$ cat config.mk
export PLATFORM = sky130hd
export DESIGN_NAME = alu_arbiter
export DESIGN_NICKNAME = d
export VERILOG_FILES = /design/src/rtl/alu_arbiter.sv
export SDC_FILE = /design/constraint.sdc
export NUM_CORES = 1
export LEC_CHECK = 0
export CORE_MARGIN = 5
export CORE_UTILIZATION = 41
export DETAILED_ROUTE_END_ITERATION = 12
export GPL_TIMING_DRIVEN = 0
export PLACE_DENSITY = 0.92
export SYNTH_ARGS = -nofsm -noshare
export SYNTH_HDL_FRONTEND = slang
export SYNTH_SLANG_ARGS = --single-unit
$ cat constraint.sdc
create_clock -name clk -period 3.6 [get_ports clk]
set_input_delay 0.54 -clock clk [delete_from_list [all_inputs] [get_ports clk]]
set_output_delay 0.54 -clock clk [all_outputs]
set_load 0.02 [all_outputs]
$ cat src/rtl/alu_arbiter.sv
// Round-robin arbiter sharing one ALU between two requesters, operands and result registered.
// Latency: request handshake edge -> EXEC -> RESP, so rsp_valid rises two edges after req_ready is seen.
// Backpressure: one transaction in flight; response held until owner's rsp_ready, req_ready=00 while busy.
module alu_arbiter #(
    parameter int DATA_W = 4,
    parameter int OP_W   = 3
) (
    input  logic                clk,
    input  logic                rst_n,
    input  logic [1:0]          req_valid,
    output logic [1:0]          req_ready,
    input  logic [2*OP_W-1:0]   req_op,
    input  logic [2*DATA_W-1:0] req_a,
    input  logic [2*DATA_W-1:0] req_b,
    output logic [1:0]          rsp_valid,
    input  logic [1:0]          rsp_ready,
    output logic [DATA_W-1:0]   rsp_result,
    output logic                rsp_zero,
    output logic [DATA_W-1:0]   alu_src_a,
    output logic [DATA_W-1:0]   alu_src_b,
    output logic [OP_W-1:0]     alu_ctrl,
    input  logic [DATA_W-1:0]   alu_result,
    input  logic                alu_zero,
    output logic                busy
);
    typedef enum logic [1:0] {IDLE = 2'd0, EXEC = 2'd1, RESP = 2'd2} state_t;

    state_t            state_q, state_d;
    logic              last_q, last_d;
    logic              owner_q, owner_d;
    logic [OP_W-1:0]   op_q, op_d;
    logic [DATA_W-1:0] a_q, a_d;
    logic [DATA_W-1:0] b_q, b_d;
    logic [DATA_W-1:0] res_q, res_d;
    logic              zero_q, zero_d;
    logic              grant;
    logic              take;

    // On a tie the requester that did not win last time goes first.
    always_comb begin
        grant = (req_valid == 2'b11) ? ~last_q : req_valid[1];
        take  = (state_q == IDLE) && rst_n && (req_valid != 2'b00);
    end

    always_ff @(posedge clk or negedge rst_n) begin
        if (!rst_n) begin
            state_q <= IDLE;
        end else begin
            state_q <= state_d;
        end
    end

    always_comb begin
        state_d = state_q;
        unique case (state_q)
            IDLE:    if (take) state_d = EXEC;
            EXEC:    state_d = RESP;
            RESP:    if (rsp_ready[owner_q]) state_d = IDLE;
            default: state_d = IDLE;
        endcase
    end

    always_comb begin
        last_d  = last_q;
        owner_d = owner_q;
        op_d    = op_q;
        a_d     = a_q;
        b_d     = b_q;
        res_d   = res_q;
        zero_d  = zero_q;
        if (take) begin
            last_d  = grant;
            owner_d = grant;
            op_d    = grant ? req_op[OP_W +: OP_W]     : req_op[0 +: OP_W];
            a_d     = grant ? req_a[DATA_W +: DATA_W]  : req_a[0 +: DATA_W];
            b_d     = grant ? req_b[DATA_W +: DATA_W]  : req_b[0 +: DATA_W];
        end
        if (state_q == EXEC) begin
            res_d  = alu_result;
            zero_d = alu_zero;
        end
    end

    always_ff @(posedge clk or negedge rst_n) begin
        if (!rst_n) begin
            last_q  <= 1'b1;
            owner_q <= 1'b0;
            op_q    <= '0;
            a_q     <= '0;
            b_q     <= '0;
            res_q   <= '0;
            zero_q  <= 1'b0;
        end else begin
            last_q  <= last_d;
            owner_q <= owner_d;
            op_q    <= op_d;
            a_q     <= a_d;
            b_q     <= b_d;
            res_q   <= res_d;
            zero_q  <= zero_d;
        end
    end

    always_comb begin
        req_ready  = 2'b00;
        rsp_valid  = 2'b00;
        alu_ctrl   = '0;
        alu_src_a  = '0;
        alu_src_b  = '0;
        if (take) req_ready = grant ? 2'b10 : 2'b01;
        if (state_q == EXEC) begin
            alu_ctrl  = op_q;
            alu_src_a = a_q;
            alu_src_b = b_q;
        end
        if (state_q == RESP) rsp_valid = owner_q ? 2'b10 : 2'b01;
        busy       = (state_q != IDLE);
        rsp_result = res_q;
        rsp_zero   = zero_q;
    end
endmodule
* Word level (Yosys, flattened, before mapping)
Index checks and enable logic that the tools add are counted.
** Cells by class
- Order comparisons :: 1
- Equality and inequality tests :: 5
- Mux-type cells :: 16
- Bitwise gates (word level) :: 1
- Reduce and logical (&&, ||, !) cells :: 6
** Operator list (number)
- $mux W4 :: 4
- $mux W2 :: 6
- $mux W3 :: 2
- $pmux W2 S3 :: 1
- $eq A2 B2 Y1 const B :: 2
- $ne A2 B2 Y1 const B :: 2
- $reduce_bool A2 Y1 :: 2
- $mux W1 :: 3
- $eq A2 B1 Y1 const B :: 1
- $logic_and A1 B1 Y1 :: 2
- $logic_not A2 Y1 :: 1
- $lt A1 B2 Y1 const B :: 1
- $reduce_and A2 Y1 :: 1
- $not A1 Y1 :: 1
** Word-level totals
- Register bits :: 20
- Input bits :: 33
- Output and inout bits :: 21
- Word-level logic and storage cells :: 37

* Longest topological paths before layout
- Depth in word-level cells :: 5
- Mapped depth :: 4

* Least setup slack after synthesis
No wires, ideal clock.
- Path kind :: input to output
- Start point :: in rst_n
- End point :: out req_ready[0]
- Data arrival time :: 1.208 ns
- Required time :: 3.060 ns
- Path slack :: 1.852 ns
- Stages :: 4
- Cell sequence :: nor3b_4 nand3_2 buf_2 inv_1
** Between the ends
- Longest elaborated chain between the ends :: 3
** Ends and longest elaborated chain
- start, declared :: RTL line 9 : input logic rst_n,
- $logic_and A1 B1 Y1 (2 in series) :: RTL line 42 : take = (state_q == IDLE) && rst_n && (req_valid != 2'b00);
- $mux W2 :: RTL line 110 : if (take) req_ready = grant ? 2'b10 : 2'b01;
- end, declared :: RTL line 11 : output logic [1:0] req_ready,
No other way between the ends.

* Final worst setup path
Same ends and word-level chain as after synthesis.

==> impl_summary.log <==
[metrics] run status: complete, no violations
[metrics] portion of synthesized cell area occupied by the leading cell type: 47.86%
[metrics] global-route wire length before repair: 4167 um
[metrics] switching power: 391.7 uW
[metrics] sequential cell area fraction in the yosys report: 50.50%
[metrics] Internal Dissipation: 722.0 uW
[metrics] PwrDens: 698.7 mW/mm^2
[metrics] Fin Clk Skew: 0.002265 ns
[metrics] sort of element at the end of the critical path: output pin
[metrics] Setup TNS Final: 0 ns
[metrics] vertical die dimension: 59.23 um
[metrics] count of cells along the worst register-to-register path: 4
[metrics] DR DRC count: 0
[metrics] met2 track utilization from global routing: 24.65%
[metrics] hold-fix buffer count after cts: 0
[metrics] gr ovfl total: 0
[metrics] number of nets at the end of the flow: 172
[metrics] routed wire length per instance: 15.80 um
[metrics] placer's final routability congestion estimate: 0.7712
[metrics] final-report setup violation count: 0
[metrics] transition at the pin with the smallest max-transition slack: 0.8740 ns
[metrics] gate count of the mapped netlist: 81
[metrics] CP arrival: 2.76 ns
[metrics] Die Width: 59.23 um
[metrics] FP Rows: 17
[metrics] number of post-CTS setup repair buffers: 0
[metrics] count of yosys warnings during synthesis: 0
[metrics] IO buf count: 53
[metrics] mean number of vias per cell: 5.066
[metrics] portion of total power attributed to sequential cells: 35.8%
[metrics] deepest level of the CTS H-tree: 1
[metrics] unrepaired setup endpoints after global routing: false
[metrics] vias in the first global route: 864
[metrics] fraction of met1 tracks used by global routing: 19.73%
[metrics] maximum number of pins on one net before global-route repair: 22
[metrics] kind of critical path: in -> out
[metrics] area leader, netlist: dfrtp_1
[metrics] insertion delay to the later sink of the worst-skew pair: 0.30 ns
[metrics] Bufs on Longest Clock Path: 2
[metrics] Clock Pin Slew Worst Setup and Hold Paths: 0.11 ns
[metrics] reg-to-reg startpoint: state_q[0]
[metrics] dominant cells by area after synthesis: dfrtp_1, o221a_2, nand3b_1
[metrics] peak-usage layer in the global routing report: met2
[metrics] Top Ports: 54
[metrics] final-layout worst hold slack: 0.4533 ns
[metrics] Startpoint Class: input pin
[metrics] Netlist cell types: 20
[metrics] final number of max-transition violations: 0
[metrics] master cell of the clock root buffer: clkbuf_4
[metrics] TritonCTS clock tree: built
[metrics] number of clock sinks seen by CTS: 20
[metrics] switch share: 35.17%
[metrics] number of search-and-repair iterations in the first detailed-routing pass: 4
[metrics] diode insertion count for antenna repair: 0
[metrics] Synth-to-Final Area Change: 60.45%
[metrics] Logic pwr share: 52.4%
[metrics] final setup margin: 0.2990 ns
[metrics] HPWL after detailed placement: 2080 um
[metrics] starting density of the core: 44.06%
[metrics] aggregate global-route resource usage: 15.72%
[metrics] clock network power share: 11.8%
[metrics] Via Count: 841
[metrics] number of buffers created by CTS: 3
[metrics] number of nets still failing antenna checks after routing: 0
[metrics] number of antenna violations at the first check in global routing: 0
[metrics] HP Class: in -> async
[metrics] max-slew headroom at the worst pin: 41.73%
[metrics] max-cap violations: 0
[metrics] synthesized net count: 114
[metrics] dpl ws: -0.007190 ns
[metrics] portion of the clock cycle consumed by the worst path in the final layout: 91.70%
[metrics] maximum net fanout on the critical path: 21
[metrics] maximum frequency from static timing analysis: 0.3029 GHz
[metrics] die outline area: 0.003508 mm^2
[metrics] LEAKAGE: 0.6258 nW
[metrics] Resize count post-CTS: 1
[metrics] wire length reported by the detailed router: 2622 um
[metrics] Seq cells post-synth: 20
[metrics] met3 Resource Use GR: 6.100%
[metrics] average footprint of a synthesized cell: 12.26 um^2
[metrics] endpoints failing hold: 0
[metrics] violation count after the first detailed-routing iteration: 24
[metrics] post-synth design cell area: 993.5 um^2
[metrics] fraction of final layout cells with drive strength greater than 1: 22.46%
[metrics] Worst VDD drop: 0.3954 mV
[metrics] Req. time, crit path: 3.06 ns
[metrics] critical path launch point: rst_n
[metrics] core footprint: 0.002255 mm^2
[metrics] shortest clock period the worst path allows after layout: 3.301 ns
[flip-flops by register name, indices dropped and copies added, names as in the netlist]
register    flops
owner_q         1
rsp_zero        1
b_q             4
rsp_result      4
a_q             4
op_q            3
state_q         2
last_q          1
[metal layers]
metal / share of wire, % / vias up
li1: - / 410
met1: 43 / 387
met2: 47 / 40
met3: 9.3 / 4
met4: 1.4 / 0
met5: 0 / -
[stage by stage]
| step | total power [mW] | cells | area [um^2] | utilization, % |
|---|---|---|---|---|
| floorplan | 0.7342 | 81 | 993.5 | - |
| global placement | 0.9676 | 162 | 1559 | 69.15 |
| detailed placement | 0.9959 | 162 | 1559 | 69.15 |
| CTS | 1.125 | 166 | 1594 | 70.70 |
| global route | 1.182 | 166 | 1594 | 70.70 |
| finish | 1.114 | 166 | 1594 | 70.70 |
[power groups by stage]
| stage | sequential [mW] | clock (mW) | combinational (mW) |
|---|---|---|---|
| finish | 0.399 | 0.131 | 0.584 |
| global placement | 0.394 | 0 | 0.574 |
| detailed placement | 0.403 | 0 | 0.593 |
| CTS | 0.400 | 0.133 | 0.592 |
| floorplan | 0.422 | 0 | 0.312 |
| global route | 0.415 | 0.144 | 0.623 |
[path summary, 6_finish.rpt]
kind	to	slack [ns]
max in group asynchronous	op_q[1]	2.61
max reg2reg	op_q[0]	2.11
max	req_ready[0]	0.30
min	b_q[0]	0.45
min reg2reg	rsp_result[0]	0.52
min in group clk	rsp_result[0]	0.52
[layout make-up]
type,instances,area [um^2]
Multi-Input combinational cell,53,449.2
Fill cell,181,660.6
Clock buffer,4,36.28
Inverter,2,7.507
Tap cell,28,35.03
Buffer,6,35.03
Sequential cell,20,501.7
Timing Repair Buffer,53,529.3
[cells in the mapped netlist (all sizes together)]
library cell,instances
nor3b,1
inv,2
o221a,11
nand3b,11
mux2,6
dfstp,1
clkbuf,1
o21a,2
nand3,1
nor2b,1
dfrtp,19
nor2,2
o21bai,2
or2,1
a21boi,1
buf,5
and2,12
nand2b,2
[kinds of logic after synthesis]
family	after synthesis	share of synthesized area, %
buffers and inverters	8	4.282
muxes	6	6.801
DFF	20	50.50
AOI/OAI and AO/OA	16	16.37
and+or+nand+nor	31	22.04
[worst max-delay path, stage by stage]
cell	delay (ns)
dlygate4sd2_1	0.77
nor3b_4	0.40
nand3_2	0.16
buf_2	0.22
inv_1	0.07
clkdlybuf4s50_1	0.60
[placed cells by master (no fill, tap or decap), drive strengths merged, types with 2 or more instances in the layout]
master          n
inv             2
o221a          11
clkbuf          5
buf             5
o21bai          2
dfrtp          19
clkdlybuf4s50  52
mux2            6
o21a            2
nor2            2
nand3b         11
and2           12
nand2b          2
(Power assumes the default switching activity.)
